===== src/rtl/uart_pkg.sv =====
// Shared constants for the memory-mapped UART transmitter: register offsets,
// STATUS bit positions, transmitter FSM encodings and load/store formats.
// Constants only; no logic, no latency, no flow control.
package uart_pkg;

   // Register offsets within the 16-byte window (bus_address[3:0])
   localparam logic [3:0] REG_TXDATA  = 4'h0;
   localparam logic [3:0] REG_STATUS  = 4'h4;
   localparam logic [3:0] REG_DIVISOR = 4'h8;
   localparam logic [3:0] REG_CTRL    = 4'hC;

   // STATUS bit positions
   localparam int STAT_FULL      = 0;
   localparam int STAT_EMPTY     = 1;
   localparam int STAT_BUSY      = 2;
   localparam int STAT_OVERFLOW  = 3;
   localparam int STAT_COUNT_LSB = 8;

   // Transmitter FSM encodings; the enum mirrors them for debug visibility
   localparam logic [1:0] ST_IDLE  = 2'd0;
   localparam logic [1:0] ST_START = 2'd1;
   localparam logic [1:0] ST_DATA  = 2'd2;
   localparam logic [1:0] ST_STOP  = 2'd3;

   typedef enum logic [1:0] {
      IDLE  = ST_IDLE,
      START = ST_START,
      DATA  = ST_DATA,
      STOP  = ST_STOP
   } uart_tx_state_t;

   // Load/store formats: funct3 encoding as produced by the core
   localparam logic [2:0] FMT_B  = 3'b000;
   localparam logic [2:0] FMT_H  = 3'b001;
   localparam logic [2:0] FMT_W  = 3'b010;
   localparam logic [2:0] FMT_BU = 3'b100;
   localparam logic [2:0] FMT_HU = 3'b101;

endpackage


===== src/rtl/sync_fifo.sv =====
// Generic single-clock FIFO with occupancy count and first-word fall-through read data.
// Latency: a push is visible (empty/count) one edge later; pop_data is combinational.
// Backpressure: push while full is dropped unless a pop happens on the same edge; pop while empty is ignored.
module sync_fifo #(
   parameter int WIDTH = 8,
   parameter int DEPTH = 8
) (
   input  logic                       clock,
   input  logic                       reset,
   input  logic                       push,
   input  logic [WIDTH-1:0]           push_data,
   input  logic                       pop,
   output logic [WIDTH-1:0]           pop_data,
   output logic                       full,
   output logic                       empty,
   output logic [$clog2(DEPTH):0]     count
);

   localparam int AW = $clog2(DEPTH);
   localparam int CW = AW + 1;

   logic [WIDTH-1:0] mem [DEPTH];
   logic [AW-1:0]    wr_ptr;
   logic [AW-1:0]    rd_ptr;
   logic             push_ok;
   logic             pop_ok;

   assign empty    = (count == '0);
   assign full     = (count == CW'(DEPTH));
   assign pop_ok   = pop && !empty;
   // A full FIFO still takes a push when a pop frees the slot on the same edge
   assign push_ok  = push && (!full || pop_ok);
   assign pop_data = mem[rd_ptr];

   // Storage array; needs no reset since count gates every read
   always_ff @(posedge clock) begin
      if (push_ok) mem[wr_ptr] <= push_data;
   end

   // Pointers and occupancy
   always_ff @(posedge clock) begin
      if (reset) begin
         wr_ptr <= '0;
         rd_ptr <= '0;
         count  <= '0;
      end else begin
         if (push_ok) wr_ptr <= wr_ptr + AW'(1);
         if (pop_ok)  rd_ptr <= rd_ptr + AW'(1);
         case ({push_ok, pop_ok})
            2'b10:   count <= count + CW'(1);
            2'b01:   count <= count - CW'(1);
            default: count <= count;
         endcase
      end
   end

endmodule


===== src/rtl/mmio_uart_tx.sv =====
// Memory-mapped 8N1 UART transmitter: bus decode, registers, TX FIFO, framing FSM.
// Latency: loads answer combinationally; a stored byte starts its frame one edge after the store commits.
// Backpressure: none on the bus; a byte pushed into a full FIFO is dropped and flags sticky overflow.
module mmio_uart_tx import uart_pkg::*; #(
   parameter logic [31:0] BASE_ADDRESS    = 32'h1000_0000,
   parameter int          FIFO_DEPTH      = 8,
   parameter logic [15:0] DEFAULT_DIVISOR = 16'd433
) (
   input  logic        clock,
   input  logic        reset,
   input  logic [31:0] bus_address,
   input  logic [31:0] bus_write_data,
   input  logic [2:0]  bus_format,
   input  logic        bus_read_enable,
   input  logic        bus_write_enable,
   output logic [31:0] bus_data_fetched,
   output logic        selected,
   output logic        uart_tx
);

   localparam int CW = $clog2(FIFO_DEPTH) + 1;

   logic [15:0]   divisor;
   logic          enable;
   logic          overflow;
   logic [1:0]    state;
   logic [15:0]   timer;
   logic [15:0]   div_latched;
   logic [2:0]    bit_cnt;
   logic [7:0]    shift;
   logic          tx_q;

   logic          wr_ok, wr_txdata, wr_status, wr_divisor, wr_ctrl;
   logic          fifo_pop, fifo_full, fifo_empty;
   logic [CW-1:0] fifo_count;
   logic [7:0]    fifo_rd_data;
   logic          bit_end, frame_start;
   logic [31:0]   status_word, reg_word, shifted;
   logic [31:0]   formatted;
   logic          unused_bits;

   assign unused_bits = ^bus_write_data[31:16];

   // Decode: only word-aligned stores inside the window touch state
   assign selected   = (bus_address[31:4] == BASE_ADDRESS[31:4]);
   assign wr_ok      = selected && bus_write_enable && (bus_address[1:0] == 2'b00);
   assign wr_txdata  = wr_ok && (bus_address[3:0] == REG_TXDATA);
   assign wr_status  = wr_ok && (bus_address[3:0] == REG_STATUS);
   assign wr_divisor = wr_ok && (bus_address[3:0] == REG_DIVISOR);
   assign wr_ctrl    = wr_ok && (bus_address[3:0] == REG_CTRL);

   // A new frame begins from IDLE, or straight out of the last STOP cycle so frames abut
   assign bit_end     = (timer == 16'd0);
   assign frame_start = enable && !fifo_empty &&
                        ((state == ST_IDLE) || ((state == ST_STOP) && bit_end));
   assign fifo_pop    = frame_start;
   assign uart_tx     = tx_q;

   sync_fifo #(
      .WIDTH (8),
      .DEPTH (FIFO_DEPTH)
   ) u_fifo (
      .clock     (clock),
      .reset     (reset),
      .push      (wr_txdata),
      .push_data (bus_write_data[7:0]),
      .pop       (fifo_pop),
      .pop_data  (fifo_rd_data),
      .full      (fifo_full),
      .empty     (fifo_empty),
      .count     (fifo_count)
   );

   // Software-visible registers: DIVISOR, CTRL.enable and sticky overflow
   always_ff @(posedge clock) begin
      if (reset) begin
         divisor  <= DEFAULT_DIVISOR;
         enable   <= 1'b1;
         overflow <= 1'b0;
      end else begin
         if (wr_divisor) begin
            if (bus_format[1:0] == 2'b00) divisor[7:0] <= bus_write_data[7:0];
            else                          divisor      <= bus_write_data[15:0];
         end
         if (wr_ctrl) enable <= bus_write_data[0];
         if (wr_txdata && fifo_full && !fifo_pop)
            overflow <= 1'b1;
         else if (wr_status && bus_write_data[STAT_OVERFLOW])
            overflow <= 1'b0;
      end
   end

   // Framing FSM, bit timer and bit counter; the line is driven straight from tx_q
   always_ff @(posedge clock) begin
      if (reset) begin
         state       <= ST_IDLE;
         tx_q        <= 1'b1;
         timer       <= 16'd0;
         div_latched <= 16'd0;
         bit_cnt     <= 3'd0;
         shift       <= 8'd0;
      end else if (frame_start) begin
         state       <= ST_START;
         tx_q        <= 1'b0;
         shift       <= fifo_rd_data;
         div_latched <= divisor;
         timer       <= divisor;
      end else begin
         case (state)
            ST_START: begin
               if (bit_end) begin
                  state   <= ST_DATA;
                  tx_q    <= shift[0];
                  shift   <= {1'b0, shift[7:1]};
                  bit_cnt <= 3'd0;
                  timer   <= div_latched;
               end else begin
                  timer <= timer - 16'd1;
               end
            end
            ST_DATA: begin
               if (bit_end) begin
                  timer <= div_latched;
                  if (bit_cnt == 3'd7) begin
                     state <= ST_STOP;
                     tx_q  <= 1'b1;
                  end else begin
                     tx_q    <= shift[0];
                     shift   <= {1'b0, shift[7:1]};
                     bit_cnt <= bit_cnt + 3'd1;
                  end
               end else begin
                  timer <= timer - 16'd1;
               end
            end
            ST_STOP: begin
               if (bit_end) begin
                  state <= ST_IDLE;
                  tx_q  <= 1'b1;
               end else begin
                  timer <= timer - 16'd1;
               end
            end
            default: begin
               state <= ST_IDLE;
               tx_q  <= 1'b1;
            end
         endcase
      end
   end

   // STATUS word assembly
   always_comb begin
      status_word                            = 32'd0;
      status_word[STAT_FULL]                 = fifo_full;
      status_word[STAT_EMPTY]                = fifo_empty;
      status_word[STAT_BUSY]                 = (state != ST_IDLE);
      status_word[STAT_OVERFLOW]             = overflow;
      status_word[STAT_COUNT_LSB +: 4]       = 4'(fifo_count);
   end

   // Load path: pick register word, align by byte offset, then slice and extend
   always_comb begin
      case (bus_address[3:2])
         2'd1:    reg_word = status_word;
         2'd2:    reg_word = {16'd0, divisor};
         2'd3:    reg_word = {31'd0, enable};
         default: reg_word = 32'd0;
      endcase
      shifted = reg_word >> {bus_address[1:0], 3'b000};
      case (bus_format)
         FMT_B:   formatted = {{24{shifted[7]}}, shifted[7:0]};
         FMT_H:   formatted = {{16{shifted[15]}}, shifted[15:0]};
         FMT_W:   formatted = shifted;
         FMT_BU:  formatted = {24'd0, shifted[7:0]};
         FMT_HU:  formatted = {16'd0, shifted[15:0]};
         default: formatted = 32'd0;
      endcase
      bus_data_fetched = (selected && bus_read_enable) ? formatted : 32'd0;
   end

endmodule


===== config.mk =====
export PLATFORM = sky130hd
export DESIGN_NAME = mmio_uart_tx
export DESIGN_NICKNAME = d
export VERILOG_FILES = /design/src/rtl/uart_pkg.sv /design/src/rtl/sync_fifo.sv /design/src/rtl/mmio_uart_tx.sv
export SDC_FILE = /design/constraint.sdc
export NUM_CORES = 1
export LEC_CHECK = 0
export ABC_AREA = 1
export CAP_MARGIN = 30
export CORE_ASPECT_RATIO = 1.25
export CORE_MARGIN = 5
export CORE_UTILIZATION = 45
export CTS_CLUSTER_SIZE = 10
export DETAILED_ROUTE_END_ITERATION = 6
export PLACE_DENSITY = 0.73
export SYNTH_ARGS = -nofsm -noshare
export SYNTH_HDL_FRONTEND = slang
export SYNTH_SLANG_ARGS = --single-unit

===== constraint.sdc =====
create_clock -name clock -period 3.1 [get_ports clock]
set_input_delay 0.775 -clock clock [delete_from_list [all_inputs] [get_ports clock]]
set_output_delay 0.775 -clock clock [all_outputs]
set_load 0.01 [all_outputs]

Yosys cells after proc, flatten, opt, wreduce, memory -nomap -nowiden
Memory sizes are Yosys's and may differ from the RTL's. A register that Yosys moved wholly into a read port is not among the register bits.
Index checks and enable logic that the tools add are counted.
- register bits after elaboration: 74
- memories kept: 1
- bits in writable memories: 64
- output and inout port bits: 34
- logic and storage cells: 130
- input port bits: 71
- memory list (name ; words ; width ; read ports ; clocked after Yosys merged registers in ; write ports ; RTL line ; text):
    u_fifo.mem ; 8 ; 8 ; 1 ; 1 ; 1 ; sync_fifo.sv:22 ; logic [WIDTH-1:0] mem [DEPTH];
- bitwise gates (word level): 2
- shifts and indexed selects: 1
- mux-type cells: 35
- eq/ne operators: 29
- reduce and logical (&&, ||, !) cells: 42
- add/sub/neg operators: 6
- operator list (cell ; number):
    $pmux 32 s5 ; 1
    $mux 16 ; 3
    $pmux 16 s3 ; 1
    $mux 32 ; 1
    $mux 8 ; 4
    $pmux 16 s2 ; 1
    $shr 32x5->32 ; 1
    $eq 28x25->1 const B ; 1
    $ne 3x3->1 const B ; 6
    $logic_not 16->1 ; 1
    $pmux 8 s2 ; 1
    $sub 16x1->16 const B ; 1
    $logic_and 1x1->1 ; 15
    $mux 3 ; 5
    $eq 4x4->1 const B ; 3
    $reduce_and 4->1 ; 3
    $eq 2x2->1 const B ; 5
    $mux 1 ; 10
    $ne 2x2->1 const B ; 5
    $add 3x1->3 const B ; 3
    $eq 3x3->1 const B ; 3
    $logic_not 4->1 ; 2
    $mux 2 ; 4
    $pmux 4 s2 ; 1
    20 further kinds ; 34

Longest topological paths before layout
Gate-level depths: netlist (run 1).
- word-level depth: 9
- mapped depth: 18
- mapped depth without buffers: 18

Modules after synthesis
A second synthesis (run 1) with hierarchy kept.
- cell total of the unflattened synthesis: 863
- area, all modules: 7068.0 sq um
- by module, submodules not included (module ; area each (sq um) ; instances ; seq. area each (sq um) ; cells each):
    mmio_uart_tx ; 3873.7 ; 1 ; 1281.2 ; 604
    sync_fifo ; 3194.3 ; 1 ; 2182.1 ; 259

Worst setup path after synthesis (run 1)
OpenSTA, ideal clock, no wires.
- path type: in2out
- from: input port bus_address[15]
- to: output port bus_data_fetched[17]
- arrival: 2714 ps
- stages: 9
- path buffers: 1
- required time: 2325 ps
- path slack: -389 ps
- path through: nor2_1 and2_1 nand2_1 nor2_1 and2_1 and3_1 clkinv_1 a21oi_1 buf_4
- cells in the longest elaborated chain, start to end: 3
- RTL lines (item ; RTL line ; text):
    from (decl) ; mmio_uart_tx.sv:11 ; input logic [31:0] bus_address,
    $eq 28x25->1 ; mmio_uart_tx.sv:45 ; assign selected = (bus_address[31:4] == BASE_ADDRESS[31:4]);
    named net selected ; mmio_uart_tx.sv:17 ; output logic selected,
    $logic_and 1x1->1 ; mmio_uart_tx.sv:179 ; bus_data_fetched = (selected && bus_read_enable) ? formatted : 32'd0;
    $mux 32 ; mmio_uart_tx.sv:179 ;
    to (decl) ; mmio_uart_tx.sv:16 ; output logic [31:0] bus_data_fetched,
The timed path passes the listed nets, and every way through them passes these cells.

Final worst setup path (run 1)
- from: input port bus_address[0]
- to: output port bus_data_fetched[15]
- cells in the longest elaborated chain, start to end: 3
- RTL lines (item ; RTL line ; text):
    $shr 32x5->32 ; mmio_uart_tx.sv:170 ; shifted = reg_word >> {bus_address[1:0], 3'b000};
    $pmux 32 s5 ; mmio_uart_tx.sv:171 ; case (bus_format)
    $mux 32 ; mmio_uart_tx.sv:179 ;
Every way passes these cells.

==> results of run 1 <==
==> metrics by stage <==
stage	cells	area, um2	setup TNS, ps	hold slack (ps)
after detailed placement	1153	8290	-19180	457
after global routing	1207	9230	-85.4	487
after CTS	1207	9040	0	466
after global placement	1153	8290	-17980	449
after floorplan	854	7090	0	433
final	1207	9230	0	465
==> power by group through the flow <==
stage / combinational, mW / sequential [mW] / clock, mW
after floorplan: 2.60 / 2.35 / 0
after global placement: 3.05 / 2.50 / 0
after detailed placement: 3.10 / 2.50 / 0
after CTS: 3.12 / 2.47 / 2.27
after global routing: 3.60 / 2.52 / 2.35
final: 3.22 / 2.48 / 2.25
==> cell type report <==
class	instances	area, um2	area share, %
flip-flops and latches	141	3460	37.5
multi-input cells	553	3090	33.4
repair buffers	154	1310	14.2
inverters	115	448	4.85
clock buffers	17	425	4.61
well taps	212	265	2.87
clock inverters	15	231	2.51
==> routing by layer <==
| layer | up-vias | track usage [%] | wire (um) | share of wire (%) |
|---|---|---|---|---|
| met5 | - | 0 | 0 | 0 |
| met4 | 0 | 8.35 | 493 | 2.7 |
| met3 | 28 | 4.28 | 825 | 4.6 |
| met2 | 160 | 35.6 | 9370 | 52 |
| met1 | 2844 | 23.1 | 7380 | 41 |
| li1 | 3105 | - | - | - |
==> state kept, by name, indices dropped and copies added, names as in the netlist, named ones only <==
signal	flops
bit_cnt	3
shift	8
u_fifo.mem	64
overflow	1
timer	16
u_fifo.wr_ptr	3
enable	1
divisor	16
u_fifo.count	4
u_fifo.rd_ptr	3
uart_tx	1
state	2
div_latched	16
==> path summary, 6_finish.rpt <==
path                   from              endpoint  slack, ps  cells after the start
max          bus_address[0]  bus_data_fetched[15]         40                      9
min          div_latched[1]        div_latched[1]        470                      2
max reg2reg        timer[0]       u_fifo.count[3]        680                     17
min reg2reg  div_latched[1]        div_latched[1]        470                      2
==> worst register-to-register path: stages (launching register included) <==
cell and delay (ps):
dfxtp_1 320, inv_1 130, ha_1 190, nand2_1 70, nor2_2 150, nand3_2 130
nand2_2 100, nand2_4 80, inv_8 210, nand2_2 90, inv_2 90, ha_4 220
a21oi_2 150, nand2_2 80, nand3_2 70, nand2_2 60, a21oi_1 120, nor2_1 60
==> cells by family after synthesis <==
| logic type | synth area share, % |
|---|---|
| adders and majority gates | 2.40 |
| buffers and inverters | 10.2 |
| AOI/OAI and AO/OA | 15.9 |
| and+or+nand+nor | 21.2 |
| DFF | 48.9 |
| muxes | 0.601 |
| xor gates and xnor gates | 0.743 |
==> cell usage in the layout (no fill, tap or decap), types with 6 or more instances in the layout <==
cell             instances
clkdlybuf4s15_1         19
a21oi_1                 62
nor3_2                   8
a211oi_1                12
buf_6                   23
nand2_1                148
o211ai_1                19
a21oi_2                 12
o21ai_0                 54
o21ai_2                  6
buf_2                   14
nand3_1                 54
clkdlybuf4s50_1         23
buf_4                   58
nand2_2                 14
nand2_4                  6
a31oi_1                 14
clkbuf_16               17
dfxtp_1                 76
nor2_2                  10
dlygate4sd2_1            9
nor2_1                  67
ha_1                    11
clkbuf_2                 7
edfxtp_1                64
inv_2                    6
inv_1                  105
==> Yosys cell counts, drive strengths merged <==
library cell  count  area, um2
nand4             1       6.26
and2              3       18.8
a221oi            1       8.76
dfxtp            77       1540
a22oi             1       7.51
and3              2       12.5
or2               2       12.5
inv             113        432
buf              29        220
o221ai            2       17.5
a21oi            75        387
ha               12        150
nor2             81        344
clkbuf           16       60.1
nand3b            4       30.0
mux2              2       22.5
a211oi           12       90.1
fa                1       20.0
o21ai            64        339
xnor2             1       8.76
nand2           168        686
o211ai           19        143
clkinv            2       7.51
o211a             1       10.0
a31oi            15       93.8
nand3            59        305
mux2i             2       20.0
nor3             15       86.3
xor2              5       43.8
edfxtp           64       1920
o22ai             5       31.3
==> what timing repair did <==
| item | CTS | global route |
|---|---|---|
| resized for setup | 177 | 85 |
| pin swaps | 27 | 38 |
| endpoints found under the setup margin | 32 | 98 |
| setup buffers | 22 | 4 |
| gates cloned | 1 | 0 |
==> results.md, run 1 <==
- Status: complete, no violations
- Initial Util: 45.6%
- Worst Tran Pin Value: 790 ps
- Initial antenna violation count: 0
- Period utilization: 98.6%
- Fill cells: 1315
- Largest net degree at the start of global routing: 47
- CTS tree: yes
- Most frequent CP cell: buf_4
- Post-Syn Nets: 938
- Crit path DAT: 2280 ps
- Buf/Inv on CP: 5
- ANT cells: 0
- Critical Path Fanout Max: 3
- Global-route wire length before repair: 28900 um
- Worst setup margin: 42.7 ps
- Largest stage delay on the critical path: 300 ps
- Final Hold Viols: 0
- Logic pwr share: 40.5%
- Die W: 122 um
- Die Y-Extent: 150 um
- Vias/cell: 5.08
- Power density over cell area: 860 nW/um2
- CP required: 2320 ps
- Routability congestion estimate: 0.883
- Vias in the first global route: 5997
- Pint: 4.75 mW
- VDD IR max: 0.000615 V
- Leakage: 3.84 nW
- Post-Route WL: 18100 um
- Worst slack at placement: -592 ps
- Grt total ovfl: 0
- Vias: 6137
- Final slew viol count: 0
- Row Count: 51
- GRT Util Overall: 20.0%
- Startpoint types: input pin
- Util after Layout: 59.5%
- Core area: 15500 um2
- Final setup viols: 0
- Clock latency at the later pin of the worst-skew pair: 420 ps
- DIE AREA: 18300 um2
- Syn Std Cell Area: 7080 um2
- IO Count: 105
- Setup Crit Path Kind: input pin to output pin
- Initial DRC Count: 372
- Netlist cell types: 45
- Clock Tree Buf Depth: 2
- Skew final: 8.74 ps
- Avg Cell Area, Syn: 8.29 um2
- I/O Buffers: 88
- Crit-path leading delay family: buffers and inverters
- Shortest clock period the worst path allows after layout: 3060 ps
- WL/cell: 15.0 um
- DR DRC count: 0
- Share of cells above drive strength 1: 22.3%
- Max_slew headroom: 47.3%
- Max_cap viols: 0
- Synth warn: 0
- Synthesized instance count: 854
- Sw power: 3.19 mW
- Number of H-tree levels: 4
- Worst-path clk slew: 60 ps
- Seq pwr share: 31.2%
- Min-delay worst type: flop to flop
- Power, Total: 7.94 mW
- Clk root buf: clkbuf_16
- CTS Sinks: 141
- CTS buffer count: 17
- Antenna-violating nets left: 0
- Fmax: 0.327 GHz
- Area delta synth->final: 30.5%
- DR pass1 iterations: 5
- Switching Share: 40.2%
- Synthesis-stage register bit count: 141
- Final net count: 1066
- Post-DP HPWL: 12200 um
- Critical path, cell by cell: dlygate4sd2_1 -> buf_4 -> nor2_2 -> a31oi_2 -> nand3b_1 -> buf_4 -> buf_4 -> a21oi_2 -> buf_2
- Clk pwr share: 28.3%
- Cts hold-fix bufs: 0
- Slowest cell on crit path: nand3b_1
- Worst Setup End Kind: output pin
- Post-synthesis sequential area ratio: 48.9%
Power figures use the tool's default switching activity.
==> inputs of run 2 (changes only) <==
--- a/config.mk
+++ b/config.mk
@@ -12,7 +12,8 @@
 export CORE_UTILIZATION = 45
 export CTS_CLUSTER_SIZE = 10
 export DETAILED_ROUTE_END_ITERATION = 6
-export PLACE_DENSITY = 0.73
+export DONT_BUFFER_PORTS = 1
+export PLACE_DENSITY = 0.64
 export SYNTH_ARGS = -nofsm -noshare
 export SYNTH_HDL_FRONTEND = slang
 export SYNTH_SLANG_ARGS = --single-unit
==> run 2 against run 1 <==
Net effect:
- register-to-register slack worse by 100 ps
- largest cell class unchanged
- flip-flop and latch count stayed put
- non-clock buffer count is 129 lower
- via count is 9.9% lower
- critical endpoint is now bus_data_fetched[6]
- count of clock-buffer cells in the layout is 1 higher
- sequential share of layout area is 6.6 points higher
- combinational power is 5% lower
- first-iteration DRC count is 16% lower
==> results.md, run 2 (same netlist as run 1, synthesis figures left out) <==
- Status: complete, no violations (unchanged)
- Routability congestion estimate: 0.894 (was 0.883)
- Initial DRC Count: 314 (was 372)
- Global-route wire length before repair: 26500 um (was 28900 um)
- Post-Route WL: 16200 um (was 18100 um)
- Commonest non-fill, non-tap cell in the layout: nand2_1 (unchanged)
- Post-route insts no fill: 1078 (was 1207)
- Reg-to-Reg Start: timer[0] (unchanged)
- Storage cell area: 3460 um2 (unchanged)
- Area of the multi-input gates: 2910 um2 (was 3090 um2)
- Final Hold Viols: 0 (unchanged)
- Grt peak-use layer: met2 (unchanged)
- Antenna-violating nets left: 0 (unchanged)
- Hold_ws: 412 ps (was 465 ps)
- Initial antenna violation count: 0 (unchanged)
- Util after Layout: 50.7% (was 59.5%)
- Critical Path Fanout Max: 7 (was 3)
- DIE AREA: 18300 um2 (unchanged)
- GRT Util Overall: 18.5% (was 20.0%)
- Crit path DAT: 2230 ps (was 2280 ps)
- Vias/cell: 5.13 (was 5.08)
- Max_slew headroom: 63.0% (was 47.3%)
- Startpoint types: input pin (unchanged)
- Final slew viol count: 0 (unchanged)
- Shortest clock period the worst path allows after layout: 3010 ps (was 3060 ps)
- Worst setup margin: 93.2 ps (was 42.7 ps)
- Fmax: 0.333 GHz (was 0.327 GHz)
- Commonest cells after routing, fill and taps aside: nand2_1, inv_1, dfxtp_1, nor2_1, a21oi_1 (was nand2_1, inv_1, dfxtp_1, nor2_1, edfxtp_1)
- Max reg flops: 64 (unchanged)
- Post-DP HPWL: 11600 um (was 12200 um)
- Critical R2R Capture: u_fifo.count[3] (unchanged)
- Die Y-Extent: 150 um (unchanged)
- Worst Setup SP: bus_address[8] (was bus_address[0])
- Vias in the first global route: 5307 (was 5997)
- Core area: 15500 um2 (unchanged)
- CTS Sinks: 141 (unchanged)
- Min-delay worst type: input pin to flop (was flop to flop)
- DR pass1 iterations: 5 (unchanged)
- DR DRC count: 0 (unchanged)
- Cts hold-fix bufs: 0 (unchanged)
- Clk root buf: clkbuf_16 (unchanged)
- Worst Tran Pin Value: 554 ps (was 790 ps)
- Row Count: 51 (unchanged)
- GR met3 Demand/Resource: 4.17% (was 4.28%)
- Share of cells above drive strength 1: 11.8% (was 22.3%)
- Period utilization: 97.0% (was 98.6%)
- Reg2reg path depth: 17 (unchanged)
- Largest net degree at the start of global routing: 55 (was 47)
- RSZ-0062 raised after global routing: true
- Number of H-tree levels: 4 (unchanged)
- WL/cell: 15.0 um (about the same)
- Largest reg by FF count: u_fifo.mem (unchanged)
- GR met2 Demand/Resource: 32.0% (was 35.6%)
- Setup Crit Path Kind: input pin to output pin (unchanged)
- CTS tree: yes (unchanged)
- Reg2Reg Setup Slack: 580 ps (was 680 ps)
- Final net count: 937 (was 1066)
- Postcts setup bufs: 0 (was 22)
- CTS buffer count: 17 (unchanged)
- Worst-path clk slew: 60 ps (about the same)
- Final TNS setup: 0 ps (unchanged)
- Max_cap viols: 0 (unchanged)
- Die W: 122 um (unchanged)
- Grt total ovfl: 0 (unchanged)
- Worst Setup End Kind: output pin (unchanged)
- CP required: 2320 ps (about the same)
- Dpl cells: 1046 (was 1153)
- Clock latency at the later pin of the worst-skew pair: 430 ps (was 420 ps)
- IO Count: 105 (unchanged)
- Vias: 5532 (was 6137)
- Final setup viols: 0 (unchanged)
- Power density over cell area: 950 nW/um2 (was 860 nW/um2)
- I/O Buffers: 0 (was 88)
- Worst slack at placement: 129 ps (was -592 ps)
- ANT cells: 0 (unchanged)
- Clock Tree Buf Depth: 2 (unchanged)
- M1 GR Usage: 22.7% (was 23.1%)
- Area delta synth->final: 11.1% (was 30.5%)
- VDD IR max: 0.000465 V (was 0.000615 V)
- CP endpoint: bus_data_fetched[6] (was bus_data_fetched[15])
- Initial Util: 45.6% (unchanged)
- Leakage: 3.12 nW (was 3.84 nW)
- Fill cells: 1492 (was 1315)
- Skew final: 10.3 ps (was 8.74 ps)
-- run 2: changes by cell type in the layout (fill, tap and decap cells not counted), moves of 14 or more --
| cell | previous run | this run |
|---|---|---|
| buf_2 | 14 | 0 |
| buf_6 | 23 | 0 |
| buf_4 | 58 | 24 |
| clkdlybuf4s50_1 | 23 | 0 |
| clkdlybuf4s15_1 | 19 | 0 |
-- run 2: how the worst min path moves through the flow --
| stage | startpoint | to | slack [ps] | depth (start not counted) |
|---|---|---|---|---|
| after floorplan | u_fifo.rd_ptr[2] | flop | 430 | 2 |
| after global placement | div_latched[7] | div_latched[7] | 450 | 2 |
| after detailed placement | div_latched[9] | div_latched[9] | 450 | 2 |
| after CTS | reset | timer[10] | 400 | 1 |
| after global routing | reset | timer[6] | 400 | 1 |
| final | reset | timer[6] | 410 | 1 |
-- run 2: where the power goes --
group          total [mW]  internal, mW  switching, mW
Clock                2.01          1.20          0.814
Sequential           2.40          2.18          0.218
Combinational        3.06         0.995           2.06
Total                7.47          4.38           3.09
-- run 2: area by class of cell --
cell class / instances / area share [%]
Tap cell: 212 / 3.37
Multi-Input combinational cell: 553 / 37.0
Inverter: 115 / 5.59
Timing Repair Buffer: 25 / 2.55
Sequential cell: 141 / 44.1
Clock buffer: 18 / 5.46
Clock inverter: 14 / 1.99
-- run 2: critical path, stage by stage --
cell,delay (ps)
inv_1,30
nand2_1,40
nor2_1,130
nand2_1,60
nor2_1,150
and2_1,160
and3_1,170
nand2_1,200
a211oi_1,320
buf_4,190
-- run 2: per-layer routing --
| layer | vias to the layer above | wire, um | share of wire (%) |
|---|---|---|---|
| met5 | - | 0 | 0 |
| met3 | 18 | 603 | 3.7 |
| met1 | 2565 | 7250 | 45 |
| li1 | 2856 | - | - |
| met4 | 0 | 256 | 1.6 |
| met2 | 93 | 8050 | 50 |
-- run 2: per-stage QoR --
| stage | instance area (um2) | power [mW] |
|---|---|---|
| after global placement | 7270 | 5.46 |
| final | 7860 | 7.47 |
| after CTS | 7860 | 7.52 |
| after floorplan | 7090 | 4.95 |
| after global routing | 7860 | 8.04 |
| after detailed placement | 7270 | 5.50 |
-- run 2: repair_timing --
item / in CTS / in global routing
setup endpoints to repair: 0 / 2
hold endpoints to repair: 0 / 0
gates resized for setup: 0 / 0
==> inputs of run 3 (changes only) <==
==> constraint.sdc (replaced) <==
create_clock -name clock -period 3.1 [get_ports clock]
set_input_delay 0.62 -clock clock [delete_from_list [all_inputs] [get_ports clock]]
set_output_delay 0.62 -clock clock [all_outputs]
set_load 0.01 [all_outputs]
==> run 3 against run 2 <==
Net effect:
- count of clock-buffer cells in the layout shrank 1
- final area shrank 0.97%
- final cell count shrank 0.65%
- global-route usage grew 0.30 points
- fmax grew 8.2%
- critical path type unchanged
- highest routed layer unchanged
==> results.md, run 3 (same netlist as run 1, synthesis figures left out) <==
- Worst Setup SP: bus_address[15] (was bus_address[8])
- Clock latency at the later pin of the worst-skew pair: 420 ps (was 430 ps)
- DR DRC count: 0 (unchanged)
- Cts hold-fix bufs: 0 (unchanged)
- Worst Setup End Kind: output pin (unchanged)
- Reg2Reg Setup Slack: 470 ps (was 580 ps)
- Placement-stage cell area: 7230 um2 (was 7270 um2)
- Power, Total: 7.33 mW (was 7.47 mW)
- Vias: 5532 (unchanged)
- WL/cell: 15.1 um (was 15.0 um)
- Startpoint types: input pin (unchanged)
- Reg-to-Reg Start: timer[0] (unchanged)
- Number of H-tree levels: 4 (unchanged)
- Initial antenna violation count: 0 (unchanged)
- Fmax: 0.360 GHz (was 0.333 GHz)
- Area delta synth->final: 9.99% (was 11.1%)
- Period utilization: 89.6% (was 97.0%)
- Leakage: 3.07 nW (was 3.12 nW)
- Util after Layout: 50.2% (was 50.7%)
- Routability congestion estimate: 0.893 (was 0.894)
- Core area: 15500 um2 (unchanged)
- Logic pwr share: 40.6% (was 40.9%)
- Clock Tree Buf Depth: 2 (unchanged)
- Worst-path clk slew: 60 ps (about the same)
- Commonest cells after routing, fill and taps aside: nand2_1, inv_1, dfxtp_1, nor2_1, a21oi_1 (unchanged)
- Post-Route WL: 16100 um (was 16200 um)
- Initial DRC Count: 362 (was 314)
- Clk pwr share: 26.0% (was 26.9%)
- Final Hold Viols: 0 (unchanged)
- Post-DP HPWL: 11600 um (about the same)
- Reg2reg path depth: 17 (unchanged)
- Largest net degree at the start of global routing: 55 (unchanged)
- Post-CTS Resized: 0 (unchanged)
- Vias/cell: 5.17 (was 5.13)
- CP required: 2480 ps (was 2320 ps)
- Skew final: 8.15 ps (was 10.3 ps)
- GRT Util Overall: 18.8% (was 18.5%)
- Critical R2R Capture: u_fifo.count[3] (unchanged)
- CTS tree: yes (unchanged)
- Grt total ovfl: 0 (unchanged)
- Storage cell area: 3460 um2 (unchanged)
- Worst Tran Pin Value: 799 ps (was 554 ps)
- Shortest clock period the worst path allows after layout: 2780 ps (was 3010 ps)
- DR pass1 iterations: 5 (unchanged)
- Final net count: 931 (was 937)
- Max_cap viols: 0 (unchanged)
- Die Y-Extent: 150 um (unchanged)
- Pint: 4.33 mW (was 4.38 mW)
- Largest reg by FF count: u_fifo.mem (unchanged)
- Seq pwr share: 33.3% (was 32.2%)
- Power density over cell area: 942 nW/um2 (was 950 nW/um2)
- Vias in the first global route: 5422 (was 5307)
- Hold_ws: 258 ps (was 412 ps)
- CP endpoint: bus_data_fetched[12] (was bus_data_fetched[6])
- Antenna-violating nets left: 0 (unchanged)
- CTS buffer count: 17 (unchanged)
- Area of the multi-input gates: 2910 um2 (unchanged)
- Commonest non-fill, non-tap cell in the layout: nand2_1 (unchanged)
- ANT cells: 0 (unchanged)
- Fill cells: 1477 (was 1492)
- Status: complete, no violations (unchanged)
- CTS Sinks: 141 (unchanged)
- Max_slew headroom: 46.6% (was 63.0%)
- Critical Path Fanout Max: 6 (was 7)
- Setup Crit Path Kind: input pin to output pin (unchanged)
- Crit path DAT: 2160 ps (was 2230 ps)
- Postcts setup bufs: 0 (unchanged)
- Final Cell Area: 7780 um2 (was 7860 um2)
- RSZ-0062 raised after global routing: false (was true)
- Die W: 122 um (unchanged)
- VDD IR max: 0.000559 V (was 0.000465 V)
- Initial Util: 45.6% (unchanged)
- Final setup viols: 0 (unchanged)
- Clk root buf: clkbuf_16 (unchanged)
- Max reg flops: 64 (unchanged)
- Switching Share: 40.9% (was 41.4%)
- Sw power: 3.00 mW (was 3.09 mW)
- Final TNS setup: 0 ps (unchanged)
- Share of cells above drive strength 1: 10.6% (was 11.8%)
- Min-delay worst type: input pin to flop (unchanged)
- Worst hold path startpoint: reset (unchanged)
- DIE AREA: 18300 um2 (unchanged)
- Global-route wire length before repair: 27000 um (was 26500 um)
- Row Count: 51 (unchanged)
- I/O Buffers: 0 (unchanged)
- Final slew viol count: 0 (unchanged)
- IO Count: 105 (unchanged)
run 3: cell types whose count changed in the layout (fill, tap and decap cells not counted):
cell and delta:
buf_4 -6, clkinv_1 +5, inv_6 -5, clkinv_4 -2, clkinvlp_4 +2, clkbuf_1 -1
run 3: final cells by class:
type / count / share of cell area [%]
timing repair buffer: 19 / 1.99
clock inverter: 14 / 1.66
clock buffer: 17 / 5.47
multi-input combinational: 553 / 37.3
sequential: 141 / 44.5
tap: 212 / 3.41
inverter: 115 / 5.64
run 3: worst min-delay path by stage:
| stage | end | slack, ps | depth (start not counted) |
|---|---|---|---|
| 3_3_place_gp | div_latched[9] | 440 | 2 |
| 6_report | timer[10] | 260 | 1 |
| 5_1_grt | timer[14] | 240 | 1 |
| 2_1_floorplan | flop | 430 | 2 |
| 3_5_place_dp | div_latched[9] | 450 | 2 |
| 4_1_cts | timer[10] | 240 | 1 |
run 3: metal layers:
layer / global-route usage (%) / vias to the layer above / wire length (um) / share of wire (%)
met5: 0 / - / 0 / 0
met4: 8.01 / 0 / 485 / 3.0
met3: 4.92 / 29 / 694 / 4.3
met2: 32.5 / 100 / 7970 / 49
met1: 22.0 / 2566 / 6980 / 43
li1: - / 2837 / - / -
run 3: power by group through the flow:
stage               Combinational (mW)  Sequential (mW)  Clock [mW]
floorplan                         2.60             2.35           0
global placement                  2.96             2.48           0
detailed placement                2.99             2.48           0
CTS                               3.01             2.44        1.94
global route                      3.43             2.48        2.04
finish                            2.98             2.44        1.91
run 3: worst max-delay path, stage by stage:
cell and delay [ps]:
nor2_1 110, and2_1 150, nand2_1 50, nor2_1 130, and2_1 230, and3_1 200
clkinv_1 170, buf_4 210, a21oi_1 290
run 3: through the flow:
step,setup slack (ps),instances
floorplan,238,854
detailed placement,340,1040
CTS,332,1071
global placement,356,1040
finish,321,1071
global route,144,1071
